`src/rtl/control_sequencer.sv`:
```
// rtl/control_sequencer.sv - hardwired T0..T7 control sequencer for the datapath
// Strobes decode from the present step and the instruction opcode; memory steps wait on mem_rdy.
module control_sequencer #(
  parameter int WAIT_LIMIT = 15,
  parameter int CW         = 4
) (
  input  logic        clk,
  input  logic        clr,
  input  logic        run_en,
  input  logic        mem_rdy,
  input  logic [31:0] IR,
  output logic        PC_out,
  output logic        MAR_rd,
  output logic        IncPC,
  output logic        Zlo_rd,
  output logic        Zlo_out,
  output logic        PCin,
  output logic        Read,
  output logic        Write,
  output logic        MDR_rd,
  output logic        MDR_out,
  output logic        IR_rd,
  output logic        Y_rd,
  output logic        Gra,
  output logic        Grb,
  output logic        Grc,
  output logic        R_out,
  output logic        Rin,
  output logic        BAout,
  output logic        C_out,
  output logic [4:0]  op_sel,
  output logic        instr_done,
  output logic        halted,
  output logic        mem_err,
  output logic [3:0]  state_o
);

  typedef enum logic [3:0] {IDLE, T0, T1, T2, T3, T4, T5, T6, T7, HALTED} state_t;

  state_t        state;
  logic [CW-1:0] wait_cnt;
  logic          err;

  logic [4:0] opc;
  logic       is_ld, is_ldi, is_st, is_mem, is_ralu, is_imm, is_halt, is_short;
  logic       wait_state, last_step, step_done;
  logic [4:0] imm_op;
  logic       ir_unused;

  assign opc       = IR[31:27];
  assign ir_unused = ^IR[26:0];  // operand fields are consumed by the datapath, not here
  assign is_ld     = (opc == 5'd0);
  assign is_ldi    = (opc == 5'd1);
  assign is_st     = (opc == 5'd2);
  assign is_mem    = is_ld | is_ldi | is_st;
  assign is_ralu   = (opc >= 5'd3) && (opc <= 5'd11);
  assign is_imm    = (opc >= 5'd12) && (opc <= 5'd14);
  assign is_halt   = (opc == 5'd27);
  assign is_short  = !(is_mem | is_ralu | is_imm | is_halt);
  assign imm_op    = (opc == 5'd13) ? 5'd5 : (opc == 5'd14) ? 5'd6 : 5'd3;

  assign wait_state = (state == T1) || (state == T6 && is_ld) || (state == T7 && is_st);
  assign last_step  = (state == T2 && is_short) ||
                      (state == T5 && (is_ldi | is_ralu | is_imm)) ||
                      (state == T7 && (is_ld | is_st));
  assign step_done  = last_step && (!wait_state || mem_rdy);

  always_ff @(posedge clk) begin
    if (!clr) begin
      state    <= IDLE;
      wait_cnt <= '0;
      err      <= 1'b0;
    end else if (wait_state && !mem_rdy) begin
      if (wait_cnt == CW'(WAIT_LIMIT - 1)) begin
        state    <= HALTED;
        err      <= 1'b1;
        wait_cnt <= '0;
      end else begin
        wait_cnt <= wait_cnt + 1'b1;
      end
    end else begin
      wait_cnt <= '0;
      case (state)
        IDLE:    if (run_en) state <= T0;
        HALTED:  state <= HALTED;
        default: begin
          if (step_done)                  state <= run_en ? T0 : IDLE;
          else if (state == T2 && is_halt) state <= HALTED;
          else                            state <= state_t'(state + 4'd1);
        end
      endcase
    end
  end

  always_comb begin
    PC_out = 1'b0; MAR_rd = 1'b0; IncPC = 1'b0; Zlo_rd = 1'b0; Zlo_out = 1'b0;
    PCin = 1'b0; Read = 1'b0; Write = 1'b0; MDR_rd = 1'b0; MDR_out = 1'b0;
    IR_rd = 1'b0; Y_rd = 1'b0; Gra = 1'b0; Grb = 1'b0; Grc = 1'b0;
    R_out = 1'b0; Rin = 1'b0; BAout = 1'b0; C_out = 1'b0; op_sel = 5'd0;
    case (state)
      T0: begin PC_out = 1'b1; MAR_rd = 1'b1; IncPC = 1'b1; Zlo_rd = 1'b1; end
      T1: begin Zlo_out = 1'b1; PCin = 1'b1; Read = 1'b1; MDR_rd = 1'b1; end
      T2: begin MDR_out = 1'b1; IR_rd = 1'b1; end
      T3: begin Grb = 1'b1; R_out = 1'b1; Y_rd = 1'b1; BAout = is_mem; end
      T4: begin
        Zlo_rd = 1'b1;
        if (is_ralu) begin
          Grc = 1'b1; R_out = 1'b1; op_sel = opc;
        end else begin
          C_out = 1'b1; op_sel = is_imm ? imm_op : 5'd3;
        end
      end
      T5: begin
        Zlo_out = 1'b1;
        if (is_ld | is_st) MAR_rd = 1'b1;
        else begin Gra = 1'b1; Rin = 1'b1; end
      end
      T6: begin
        MDR_rd = 1'b1;
        if (is_ld) Read = 1'b1;
        else begin Gra = 1'b1; R_out = 1'b1; end
      end
      T7: begin
        if (is_ld) begin MDR_out = 1'b1; Gra = 1'b1; Rin = 1'b1; end
        else Write = 1'b1;
      end
      default: ;
    endcase
  end

  assign instr_done = step_done;
  assign halted     = (state == HALTED);
  assign mem_err    = halted & err;
  assign state_o    = state;

endmodule

```
`config.mk`:
```
export PLATFORM = sky130hd
export DESIGN_NAME = control_sequencer
export DESIGN_NICKNAME = d
export VERILOG_FILES = /design/src/rtl/control_sequencer.sv
export SDC_FILE = /design/constraint.sdc
export NUM_CORES = 1
export LEC_CHECK = 0
export ABC_AREA = 1
export CORE_ASPECT_RATIO = 1.75
export CORE_UTILIZATION = 39
export DETAILED_ROUTE_END_ITERATION = 7
export GPL_ROUTABILITY_DRIVEN = 0
export HOLD_SLACK_MARGIN = 0.08
export PLACE_DENSITY = 0.95
export SLEW_MARGIN = 30
export SYNTH_ARGS = -nofsm -noshare
export SYNTH_HDL_FRONTEND = slang
export SYNTH_SLANG_ARGS = --single-unit
```
`constraint.sdc`:
```
create_clock -name clk -period 4.31 [get_ports clk]
set_clock_uncertainty 0.15 [all_clocks]
set_input_delay 0.431 -clock clk [delete_from_list [all_inputs] [get_ports clk]]
set_output_delay 0.431 -clock clk [all_outputs]
set_load 0.02 [all_outputs]
```
==> results of run 1 <==
[report_power, final]
group | leakage [nW] | internal [mW] | switching, mW
registers | 0.0732 | 0.0967 | 0.0271
clock network | 0.0228 | 0.0643 | 0.0318
logic | 0.628 | 0.177 | 0.237
[state kept, by name, summed over array words and instances (netlist names)]
name      flops
state_o       4
err           1
wait_cnt      4
[routing by layer]
metal	vias up	part of all wire (%)	wire, µm
met2	41	56	1390
li1	595	-	-
met4	0	1.8	45
met1	515	37	922
met5	-	0	0
met3	6	4.4	108
[layout make-up]
class / instances / area (µm²)
Multi-Input combinational cell: 119 / 663
Tap cell: 26 / 32.5
Fill cell: 231 / 1030
Timing Repair Buffer: 38 / 380
Inverter: 35 / 131
Clock buffer: 4 / 45.0
Sequential cell: 9 / 180
[layout by cell type (no fill, tap or decap), types with 2 or more instances in the layout]
master            n
nand3_1          20
a21oi_1           3
ha_1              6
dfxtp_1           9
nand2_1          32
nor2_4            2
inv_1            33
a211oi_1          2
nor2_1           26
xor2_1            2
o21ai_0           3
nand2_4           3
clkdlybuf4s50_1  38
nor3_1            3
clkbuf_8          3
inv_2             2
nand4_1           6
nand2_2           3
[worst max path at each step]
| stage | slack (ns) | to | cells past startpoint | startpoint |
|---|---|---|---|---|
| 2_1_floorplan | 1.85 | op_sel[2] | 7 | state_o[0]$_SDFFE_PN0P_ |
| 3_3_place_gp | 1.32 | instr_done | 10 | IR[31] |
| 3_5_place_dp | 1.30 | instr_done | 10 | IR[30] |
| 4_1_cts | 1.29 | instr_done | 10 | IR[31] |
| 5_1_grt | 1.19 | instr_done | 10 | IR[30] |
| 6_report | 1.30 | instr_done | 10 | IR[30] |
[cell families after synthesis]
logic type | count (synthesis)
AND/OR/NAND/NOR | 99
flip-flops | 9
AO/OA/AOI/OAI | 10
XOR/XNOR | 3
adder cells (fa/ha/maj) | 6
buffers and inverters | 39
other | 1
[metrics by stage]
stage	hold WS, ns	utilization [%]	power, mW
final	0.314	58.2	0.634
after global routing	0.325	58.2	0.682
after CTS	0.315	58.2	0.637
after detailed placement	0.300	56.4	0.540
after global placement	0.297	56.4	0.534
after floorplan	0.280	-	0.394
==> results.toml, run 1 <==
[critical_path]
cpLargestDelayFamily = "buffers and inverters"
cp_slowest_stage_delay_ns = 0.53
end_kind = "output port"
ff2ff_setup_slack_ns = 2.39
ff2ff_path_depth = 10
r2r_end = "state_o[3]$_SDFFE_PN0P_"
start_kind = "primary input"
crit_type = "primary input to output port"
cp_max_fo = 5
critical_path_buf_inv_count = 3
worstPathCellList = "clkdlybuf4s50_1, nor2_4, nand2_1, nor2_1, nand3_2, nand2_4, nand2_4, nand2_1, inv_1, clkdlybuf4s50_1"
crit_required_ns = 3.73
critPathSlowestCell = "clkdlybuf4s50_1"
worstPathArrival_ns = 2.43
r2r_start = "state_o[0]$_SDFFE_PN0P_"

[die]
dieHeight_um = 69.3
rows = 24
core-area_um2 = 2460
dieArea_um2 = 2800
ios = 67
start_util_pct = 41.0
die_w_um = 40.4

[grt]
grt_pass1_vias = 988
grt_pass1_wl_mm = 3.74
track_usage_pct = 18.0
grtUsageMet2_pct = 33.5
grt_max_degree = 12
antenna_found_initial = 0
use_met3_pct = 3.21
grt-busiest-layer = "met2"
grtUsageMet1_pct = 17.5
gr-total-overflow = 0

[sta]
final-setup-viol-count = 0
drv_slew = 0
timing.fmax_ghz = 0.332
fin_crit_sh_pct = 69.8
finalHoldViolCount = 0
final.min_clock_period_ns = 3.01
layout_setup_ws_ns = 1.30
rsz0062_at_grt = "false"
setup_tns_ns = 0

[placed_design]
place_ws_ns = 1.30
post_dp_cell_area_um2 = 1390
dpl.hpwl_mm = 2.06
dp.cells = 227
io_buffers = 38

[clock_tree]
clk_latency_ns = 0.23
clkSinkCount = 9
cts_max_path_buffers = 2
cts_setup_buffers = 0
path_clk_slew_ns = 0.04
cts_made_buffers = 3
cts_tree = "done"
root_buffer = "clkbuf_8"
postCtsResizedCells = 0
htree_levels = 1
cts_hold_buf = 0

[worst_hold_path]
hold_depth = 1
min_to = "wait_cnt[0]$_SDFF_PP0_"
min_from = "wait_cnt[0]$_SDFF_PP0_"
hp-class = "flip-flop to flip-flop"

[yosys]
synth.distinct_cells = 26
synthTopCellsByCount = "inv_1, nand2_1, nor2_1, nand3_1, dfxtp_1"
synth_xor_area_share_pct = 2.61
synth_top_family_by_area = "simple AND/OR/NAND/NOR gates"
synthSimpleGateAreaFrac_pct = 49.4
synth.most_common_cell = "inv_1"
ys_seq_elements = 9
ys_seq_area_share_pct = 17.9
syn_area_um2 = 1010
synth_top_cell_by_area = "dfxtp_1"
synth_area_per_cell_um2 = 6.04
synth_cells = 167
ys_warn_count = 0
synth_compound_area_share_pct = 5.96
synth_mux_area_share_pct = 0
synth.area.top_cells = "dfxtp_1, inv_1, nand2_1, nand3_1, nor2_1"
synth_edf_count = 0
synthAdderAreaFrac_pct = 7.44
synth.top_cell.area_share_pct = 17.9
synthesis.nets = 209
async_flop_share_pct = 0
synth_ff_type = "dfxtp_1"

[finish]
area_delta_synth_final_pct = 42.1
fin_nets = 248
n_antenna_cell = 0
drive_above_1_share_pct = 8.29
stdcell_area_um2 = 1430
fin_cells = 231

[route]
detail_route.iter0.violations = 49
first_pass_iters = 5
vias = 1157
wl_per_cell_um = 10.7
drc_errors = 0
ant_nets = 0
drt-total-wl_mm = 2.46
avgViaCountPerCell = 5.01

[power_and_ir_drop]
peakVddDrop_uv = 298
power_leakage_nw = 0.724
power.density_nw_per_um2 = 442

[run_status]
outcome = "completed"

[job]
cap_violations = 0
No activity file was read; power rests on OpenSTA's default activity.
==> run 2: changes to the inputs <==
- CORE_UTILIZATION: 39 -> 32
- PLACE_DENSITY: 0.95 -> 0.88
- clock period: 4.31 -> 2.6 ns (I/O delays scaled with it)
==> run 2 against run 1 <==
  * Routed wire length rose by 0.89%
  * Worst hold slack got worse by 0.0067 ns
  * First-iteration DRC count fell by 29%
  * Worst setup slack got worse by 1.2 ns
  * Non-clock buffer count rose by 9
  * Critical path depth fell by 2
  * Global-route usage fell by 2.8 points
  * Combinational power rose by 70%
  * Clock power rose by 69%
  * Critical path type unchanged
  * Highest routed layer unchanged
==> results.toml, run 2 (synthesis results as in run 1) <==
[route]
ant_nets = 0
drt-total-wl_mm = 2.49
wl_per_cell_um = 9.71
wl_met1_um = 956
vias = 1168
dr_wl_met3_um = 107
wl_met2_mm = 1.36
drc_errors = 0
topRoutingLayerUsed = "met4"
avgViaCountPerCell = 4.56
first_pass_iters = 4
detail_route.iter0.violations = 35

[finish]
fillers = 304
n_antenna_cell = 0
area_delta_synth_final_pct = 52.5
drive_above_1_share_pct = 13.1
fin_nets = 257
stdcell_area_um2 = 1540
final_common_cell = "inv_1"
multi_input_area_um2 = 666
regArea_um2 = 181
final_cell_mix = "inv_1, nand2_1, clkdlybuf4s50_1"

[clock_tree]
path_clk_slew_ns = 0.04
htree_levels = 1
clk_latency_ns = 0.24
cts_hold_buf = 0
clkSinkCount = 9
cts_made_buffers = 3
root_buffer = "clkbuf_8"
cts_tree = "done"
cts_max_path_buffers = 2

[critical_path]
ff2ff_path_depth = 12
cp_max_fo = 5
crit_required_ns = 2.19
end_kind = "output port"
worstPathArrival_ns = 2.05
start_kind = "primary input"
crit_type = "primary input to output port"

[grt]
gr-total-overflow = 0
antenna_found_initial = 0
track_usage_pct = 15.2
grt_pass1_wl_mm = 4.07
grt_pass1_vias = 1101
grt_max_degree = 9

[placed_design]
post_dp_cell_area_um2 = 1480
dpl.hpwl_mm = 2.13
io_buffers = 38

[worst_hold_path]
hold_depth = 2
hp-class = "flip-flop to flip-flop"

[die]
dieArea_um2 = 3390
rows = 26
core-area_um2 = 2960
dieHeight_um = 76.3
die_w_um = 44.4
start_util_pct = 34.1
ios = 67

[run_status]
outcome = "completed"

[sta]
final-setup-viol-count = 0
final.min_clock_period_ns = 2.46
fin_crit_sh_pct = 94.7
setup_tns_ns = 0
rsz0062_at_grt = "false"
drv_slew = 0
finalHoldViolCount = 0
timing.fmax_ghz = 0.406

[power_and_ir_drop]
power.density_nw_per_um2 = 696
power_mw = 1.07
power_leakage_nw = 0.870
peakVddDrop_uv = 511

[job]
cap_violations = 0
[run 2: changes by cell type in the layout (fill, tap and decap cells not counted), sizes merged]
cell and change:
buf +9, clkdlybuf4s50 -7, dlymetal6s2s +6, dlygate4sd2 +1
[run 2: metrics by stage]
stage | cells | setup slack [ns] | hold WS (ns) | utilization [%]
after CTS | 256 | 0.0552 | 0.314 | 51.4
after floorplan | 167 | 0.310 | 0.236 | -
after detailed placement | 252 | 0.0125 | 0.301 | 49.8
final | 256 | 0.138 | 0.308 | 51.9
after global placement | 252 | 0.0362 | 0.295 | 49.8
after global routing | 256 | 0.0197 | 0.354 | 51.9
[run 2: repair_timing]
| item | in CTS | in global routing |
|---|---|---|
| endpoints found under the setup margin | 2 | 5 |
| gates resized for setup | 2 | 7 |
| setup buffers | 0 | 0 |
[run 2: power breakdown]
| group | internal, mW | switching [mW] | total (mW) |
|---|---|---|---|
| clock | 0.107 | 0.0555 | 0.162 |
| sequential | 0.162 | 0.0411 | 0.203 |
| combinational | 0.303 | 0.401 | 0.704 |
[run 2: final timing paths]
| path | to | start | slack [ns] |
|---|---|---|---|
| max | op_sel[3] | IR[28] | 0.14 |
| min | err$_SDFFE_PN0P_ | err$_SDFFE_PN0P_ | 0.31 |
| max reg2reg | state_o[1]$_SDFFE_PN0P_ | state_o[1]$_SDFFE_PN0P_ | 0.70 |
| min reg2reg | err$_SDFFE_PN0P_ | err$_SDFFE_PN0P_ | 0.31 |
[run 2: layout make-up]
class / count / share of cell area (%)
multi-input cells: 119 / 43.3
repair buffers: 47 / 30.0
flip-flops and latches: 9 / 11.8
inverters: 35 / 8.54
well taps: 42 / 3.42
clock buffers: 4 / 2.93
[run 2: worst max-delay path: stages]
cell and delay, ns:
clkdlybuf4s50_1 0.56, nand2_1 0.12, nand2_1 0.10, nand2_1 0.09
inv_1 0.13, nand2_1 0.06, nor2_1 0.11, clkdlybuf4s50_1 0.63
[run 2: per-layer routing]
| metal | track usage [%] | vias to the layer above |
|---|---|---|
| met5 | 0 | - |
| li1 | - | 613 |
| met1 | 14.7 | 509 |
| met3 | 2.61 | 7 |
| met4 | 8.18 | 0 |
| met2 | 28.1 | 39 |
